**src/rtl/gf8_pkg.sv**
```systemverilog
// Shared GF(2^8) definitions: reduction constant, power-controller state type,
// and the MSB-index helper used by the GF8_POW_EARLY_EXIT_EN build of gf8_pow_ctrl.
package gf8_pkg;

  // Low byte of x^8+x^4+x^3+x+1; the x^8 term is implied by the shift-out bit.
  localparam logic [7:0] GF8_POLY = 8'h1B;

  typedef enum logic [1:0] {
    S_IDLE,
    S_SQR,
    S_MUL,
    S_DONE
  } gf8_pow_state_t;

  // Index of the highest set bit; 0 when e is zero.
  function automatic logic [2:0] gf8_msb_idx(input logic [7:0] e);
    logic [2:0] m;
    m = '0;
    for (int unsigned i = 0; i < 8; i++) begin
      if (e[i]) m = 3'(i);
    end
    return m;
  endfunction

endpackage

```
**src/rtl/gf8_mul.sv**
```systemverilog
// Combinational GF(2^8) multiplier, shift-and-add with reduction by GF8_POLY.
module gf8_mul
  import gf8_pkg::*;
(
  input  logic [7:0] a,
  input  logic [7:0] b,
  output logic [7:0] p
);

  logic [7:0] acc;
  logic [7:0] sh;

  always_comb begin
    acc = '0;
    sh  = a;
    for (int unsigned i = 0; i < 8; i++) begin
      if (b[i]) acc = acc ^ sh;
      sh = {sh[6:0], 1'b0} ^ (sh[7] ? GF8_POLY : 8'h00);
    end
    p = acc;
  end

endmodule

```
**src/rtl/gf8_pow_ctrl.sv**
```systemverilog
// Sequential r = a^e in GF(2^8) by left-to-right square-and-multiply on one shared
// multiplier. Define GF8_POW_EARLY_EXIT_EN to skip leading-zero exponent squarings.
module gf8_pow_ctrl
  import gf8_pkg::*;
#(
  parameter int unsigned EXP_W = 8
) (
  input  logic             clk,
  input  logic             rst_n,
  input  logic             in_valid,
  output logic             in_ready,
  input  logic [7:0]       in_a,
  input  logic [EXP_W-1:0] in_e,
  input  logic             in_inv,
  output logic             out_valid,
  input  logic             out_ready,
  output logic [7:0]       out_r,
  output logic             out_zero_err
);

  localparam int unsigned IDX_W = (EXP_W > 1) ? $clog2(EXP_W) : 1;

  gf8_pow_state_t   state_q, state_d;
  logic [7:0]       a_q, a_d;
  logic [EXP_W-1:0] e_q, e_d;
  logic [7:0]       r_q, r_d;
  logic [IDX_W-1:0] idx_q, idx_d;
  logic             err_q, err_d;
  logic             out_valid_q, out_valid_d;
  logic [7:0]       out_r_q, out_r_d;
  logic             out_zero_err_q, out_zero_err_d;

  logic [EXP_W-1:0] eff_e;
  logic [IDX_W-1:0] idx_start;
  logic [7:0]       mul_b;
  logic [7:0]       mul_p;

  assign mul_b = (state_q == S_MUL) ? a_q : r_q;

  gf8_mul u_mul (
    .a (r_q),
    .b (mul_b),
    .p (mul_p)
  );

  assign eff_e = in_inv ? EXP_W'(8'hFE) : in_e;

`ifdef GF8_POW_EARLY_EXIT_EN
  logic [7:0] e_ext;
  always_comb begin
    e_ext = '0;
    e_ext[EXP_W-1:0] = eff_e;
    idx_start = IDX_W'(gf8_msb_idx(e_ext));
  end
`else
  assign idx_start = IDX_W'(EXP_W - 1);
`endif

  always_comb begin
    state_d        = state_q;
    a_d            = a_q;
    e_d            = e_q;
    r_d            = r_q;
    idx_d          = idx_q;
    err_d          = err_q;
    out_valid_d    = out_valid_q;
    out_r_d        = out_r_q;
    out_zero_err_d = out_zero_err_q;

    unique case (state_q)
      S_IDLE: begin
        if (in_valid) begin
          a_d     = in_a;
          e_d     = eff_e;
          err_d   = in_inv && (in_a == 8'h00);
          r_d     = 8'h01;
          idx_d   = idx_start;
          state_d = S_SQR;
        end
      end
      S_SQR: begin
        r_d = mul_p;
        if (e_q[idx_q]) begin
          state_d = S_MUL;
        end else if (idx_q == '0) begin
          state_d        = S_DONE;
          out_valid_d    = 1'b1;
          out_r_d        = err_q ? 8'h00 : mul_p;
          out_zero_err_d = err_q;
        end else begin
          idx_d = idx_q - IDX_W'(1);
        end
      end
      S_MUL: begin
        r_d = mul_p;
        if (idx_q == '0) begin
          state_d        = S_DONE;
          out_valid_d    = 1'b1;
          out_r_d        = err_q ? 8'h00 : mul_p;
          out_zero_err_d = err_q;
        end else begin
          idx_d   = idx_q - IDX_W'(1);
          state_d = S_SQR;
        end
      end
      S_DONE: begin
        if (out_ready) begin
          state_d        = S_IDLE;
          out_valid_d    = 1'b0;
          out_zero_err_d = 1'b0;
        end
      end
      default: state_d = S_IDLE;
    endcase
  end

  // Result registers load on DONE entry so out_* never see a combinational path from in_*.
  always_ff @(posedge clk or negedge rst_n) begin
    if (!rst_n) begin
      state_q        <= S_IDLE;
      a_q            <= '0;
      e_q            <= '0;
      r_q            <= 8'h01;
      idx_q          <= '0;
      err_q          <= 1'b0;
      out_valid_q    <= 1'b0;
      out_r_q        <= '0;
      out_zero_err_q <= 1'b0;
    end else begin
      state_q        <= state_d;
      a_q            <= a_d;
      e_q            <= e_d;
      r_q            <= r_d;
      idx_q          <= idx_d;
      err_q          <= err_d;
      out_valid_q    <= out_valid_d;
      out_r_q        <= out_r_d;
      out_zero_err_q <= out_zero_err_d;
    end
  end

  assign in_ready     = rst_n && (state_q == S_IDLE);
  assign out_valid    = out_valid_q;
  assign out_r        = out_r_q;
  assign out_zero_err = out_zero_err_q;

endmodule
```
**config.mk**
```make
export PLATFORM = sky130hd
export DESIGN_NAME = gf8_pow_ctrl
export DESIGN_NICKNAME = d
export VERILOG_FILES = /design/src/rtl/gf8_pkg.sv /design/src/rtl/gf8_mul.sv /design/src/rtl/gf8_pow_ctrl.sv
export SDC_FILE = /design/constraint.sdc
export NUM_CORES = 1
export LEC_CHECK = 0
export ABC_AREA = 1
export BUFFER_PORTS_ARGS = -buffer_cell sky130_fd_sc_hd__buf_2
export CAP_MARGIN = 0
export CORE_ASPECT_RATIO = 0.5
export CORE_UTILIZATION = 45
export DETAILED_ROUTE_END_ITERATION = 7
export PLACE_DENSITY = 0.7
export SLEW_MARGIN = 20
export SYNTH_ARGS = -nofsm -noshare
export SYNTH_HDL_FRONTEND = slang
export SYNTH_SLANG_ARGS = --single-unit
```
**constraint.sdc**
```tcl
create_clock -name clk -period 2.2 [get_ports clk]
set_input_delay 0 -clock clk [delete_from_list [all_inputs] [get_ports clk]]
set_output_delay 0 -clock clk [all_outputs]
set_load 0.02 [all_outputs]
```
==> results by stage <==
Run status:
- The run finished with clean final reports.

Synthesis:
- The count of distinct cell types in the synthesized netlist is 33.
- The mapped netlist covers 0.00352 mm2.
- Averaged over all synthesized cells, the footprint is 5.82 um2.
- The number of nets produced by synthesis is 632.
- The count of state elements after synthesis is 40.
- The sequential fraction of the synthesis area is 0.284.
- The synthesized netlist cell count is 605.
- The total number of yosys warnings is 0.

Routing:
- Using the TritonRoute via totals, the vias-per-cell ratio works out to 5.09.
- After detailed routing, the average wire length per cell comes to 13.4 um.
- The count of nets left with antenna violations once routing finished came out at 0.
- The count of unresolved DRC violations after routing is 0.
- The iteration-0 DRC count of the detailed router is 338.
- The first detailed-routing pass ran for 5 iterations.
- The routed layout has 4,065 vias.
- The post-detailed-routing wire length is 10.7 mm.

Cells and area:
- The fraction of final layout cells with drive strength greater than 1 is 0.214.
- The multi-input combinational cells in the finished layout cover a total of 0.00234 mm2.
- The signed area change from the synthesized netlist to the final layout is 29.3%.
- The sequential cell area in the final layout is 0.00100 mm2.
- The total inserted antenna cells is 0.
- The count of nets after finishing is 716.
- The filler cell count is 678.

Clock tree:
- The number of buffers added by the clock tree synthesis step is 5.
- TritonCTS built the clock tree.
- After clock tree synthesis, the clock-pin slew on the worst setup and hold paths is 0.06 ns.
- The clock drives 40 sinks.
- The clock latency at the later pin of the worst-skew pair is 0.29 ns.
- The longest clock path from root to sink contains 2 buffers.
- The deepest level of the CTS H-tree is 2.
- In this run the clock root is driven by a clkbuf_16.

Hold path:
- The worst hold path was traced through 3 stages.
- The startpoint identified for the worst hold timing path is in_inv.
- The worst hold path belongs to the class in -> reg.
- The worst hold path terminates at e_q[1].

Die:
- The initial standard-cell utilization of the core is 0.472.
- The die covers 0.00821 mm2.
- The core area is 0.00746 mm2.
- The y dimension of the die is 64.6 um.
- The initialized floorplan defines 22 standard-cell rows.
- The die outline width is 127 um.
- 32 I/O pins were placed.

Job:
- Across the run, the number of max-cap violations was 0.

STA:
- The final-layout worst hold slack is 0.0568 ns.
- Setup violations remaining at the end of the flow were counted as 0.
- The transition time at the pin with the least slew margin is 0.615 ns.
- The max-slew violation total from the final report is 0.
- Of the available clock period, the critical path in the final layout requires 0.969.
- For this run, the top clock speed supported by timing is 0.469 GHz.
- The headroom to the max-slew limit is 0.589.
- Setup repair after global routing could not meet its margin everywhere.
- The setup skew after layout is 0.00610 ns.
- The number of failing hold endpoints at the final stage is 0.
- The shortest clock period the worst path allows after layout is 2.13 ns.

Global routing:
- The initial antenna violation count was 0.
- The first global-routing pass estimated 17.5 mm of wire.
- For this run the aggregate overflow at the end of global routing stands at 0.
- For this run, the total global-route usage over all layers was measured as 0.275.
- The via count of the first global-routing pass is 3,655.
- Entering global routing, the biggest net connects 31 pins.

Critical path:
- The register-to-register path setup slack is 0.07 ns.
- The reg-to-reg critical path endpoint is r_q[7].
- For the worst setup path, the data required time is 2.37 ns.
- The number of cells on the worst reg-to-reg path is 17.
- STA puts the critical path data arrival time at 2.30 ns.
- The startpoint identified for the worst register-to-register timing path is state_q[0].
- The kind of critical path is reg -> reg.
- Of all nets on the critical path, the largest fanout is 7.
- The worst setup path is captured at a flip-flop.
- The kind of launch point of the worst setup path is a flip-flop.

Pwr:
- The part of the power in the clock network is 0.086.
- The total leakage power is 2.50 nW.
- Across the VDD grid, the largest voltage drop is 0.818 mV.
- In this run the power spent charging and discharging nets is 4.57 mW.
- The switching share of power is 0.552.
- Of the total power, combinational logic draws 0.753.
- The overall power of the completed layout is 8.28 mW.
- The register share of total power is 0.161.
- In this run the power density over the cells is 1820 mW/mm2.
- The design internal power is 3.71 mW.

Placed design:
- After legalization and detailed placement, the total HPWL measured 7.90 mm.
- Routability-driven placement finished with a final weighted congestion of 0.917.
- The number of I/O port buffers is 31.
## worst max-delay path: stages (launching register included)
cell     delay, ns
dfrtp_1       0.39
inv_2         0.09
ha_4          0.19
inv_4         0.07
buf_4         0.14
nand2_2       0.07
nand2_2       0.07
buf_4         0.15
nor2_4        0.10
xnor2_2       0.15
buf_4         0.16
nand2_1       0.06
nand3_2       0.08
nand2_2       0.06
nand3_2       0.07
nand2_2       0.06
nand2_1       0.06
nand2_1       0.06
## power groups by stage
stage / clock [mW] / sequential, mW / combinational [mW]
after global placement: 0 / 1.32 / 5.46
after CTS: 0.719 / 1.32 / 5.66
after global routing: 0.752 / 1.37 / 7.01
final: 0.712 / 1.33 / 6.24
after floorplan: 0 / 1.35 / 3.90
after detailed placement: 0 / 1.33 / 5.54
## stage by stage
step           std cells  cell area [um2]  TNS [ns]   util  setup WS, ns
2_1_floorplan        605             3520         0      -         0.184
3_3_place_gp         767             4000         0  0.536       0.00465
3_5_place_dp         767             4000    -0.379  0.536        -0.126
4_1_cts              792             4340         0  0.582       0.00780
5_1_grt              798             4560    -0.196  0.611       -0.0670
6_report             798             4560         0  0.611        0.0676
## worst max-delay path by stage
stage | to | cells after the start | slack (ns) | from
2_1_floorplan | r_q[2] | 12 | 0.18 | state_q[0]
3_3_place_gp | r_q[7] | 16 | 0.005 | state_q[0]
3_5_place_dp | r_q[7] | 16 | -0.13 | state_q[0]
4_1_cts | r_q[7] | 16 | 0.008 | state_q[0]
5_1_grt | out_r[7] | 16 | -0.07 | state_q[0]
6_report | r_q[7] | 17 | 0.07 | state_q[0]
## per-layer routing
metal  track usage  up-vias  routed length (um)
met4        0.0878        0                 227
met1         0.375     1854                4800
met5             0        -                   0
met3        0.0372       21                 768
met2         0.456      145                4870
li1              -     2045                   -
## state kept, by name (all words and copies together), names as in the netlist
signal / cells
a_q: 8
e_q: 8
err_q: 1
idx_q: 3
out_r: 8
out_valid: 1
out_zero_err: 1
r_q: 8
state_q: 2
## synth_stat cells (all sizes together)
| cell type | number | area, um2 |
|---|---|---|
| o22a | 1 | 8.76 |
| or2 | 3 | 18.8 |
| a21oi | 8 | 43.8 |
| nor2 | 50 | 198 |
| dfstp | 1 | 26.3 |
| nor4 | 2 | 12.5 |
| nand3b | 3 | 22.5 |
| nand2 | 276 | 1070 |
| clkinv | 2 | 7.51 |
| xnor2 | 7 | 61.3 |
| inv | 81 | 307 |
| o21ai | 35 | 190 |
| nand3 | 70 | 350 |
| clkbuf | 2 | 7.51 |
| xor2 | 9 | 78.8 |
| nand4 | 1 | 6.26 |
| ha | 6 | 75.1 |
| a31oi | 1 | 6.26 |
| a32o | 1 | 10.0 |
| o211ai | 1 | 7.51 |
| buf | 6 | 38.8 |
| dfrtp | 39 | 976 |
## placed cells by master, fill, tap and decap left out, types with 4 or more instances in the layout
| cell | netlist | layout |
|---|---|---|
| o21ai_0 | 31 | 31 |
| inv_2 | 5 | 6 |
| inv_1 | 75 | 73 |
| buf_2 | 4 | 31 |
| dlygate4sd3_1 | 0 | 17 |
| nand2_1 | 266 | 245 |
| nor2_2 | 1 | 9 |
| dfrtp_1 | 39 | 38 |
| nor2_1 | 48 | 39 |
| nand3_2 | 0 | 8 |
| a21oi_1 | 7 | 7 |
| nand2_4 | 2 | 4 |
| nand2_2 | 8 | 27 |
| buf_4 | 1 | 34 |
| xor2_1 | 9 | 8 |
| clkbuf_16 | 0 | 5 |
| ha_1 | 6 | 5 |
| xnor2_1 | 7 | 4 |
| nand3_1 | 70 | 62 |
## kinds of logic after synthesis
logic type,share of synthesized area
XOR/XNOR,0.0398
buffers and inverters,0.102
flip-flops,0.284
AND/OR/NAND/NOR,0.477
AO/OA/AOI/OAI,0.0756
adder cells (fa/ha/maj),0.0213
## final cells by class
cell class / count / share of cell area
Sequential cell: 40 / 0.220
Tap cell: 108 / 0.0297
Inverter: 83 / 0.0700
Clock buffer: 5 / 0.0275
Clock inverter: 3 / 0.00412
Multi-Input combinational cell: 474 / 0.514
Timing Repair Buffer: 85 / 0.135
## timing repair
item / 4_1_cts / 5_1_grt
endpoints found under the setup margin: 10 / 16
hold buffers: 17 / 0
cloned: 0 / 0
resized for setup: 7 / 49
pin swaps: 2 / 12
buffers inserted: 0 / 6
endpoints found under the hold margin: 26 / 0
Power figures use the tool's default switching activity.
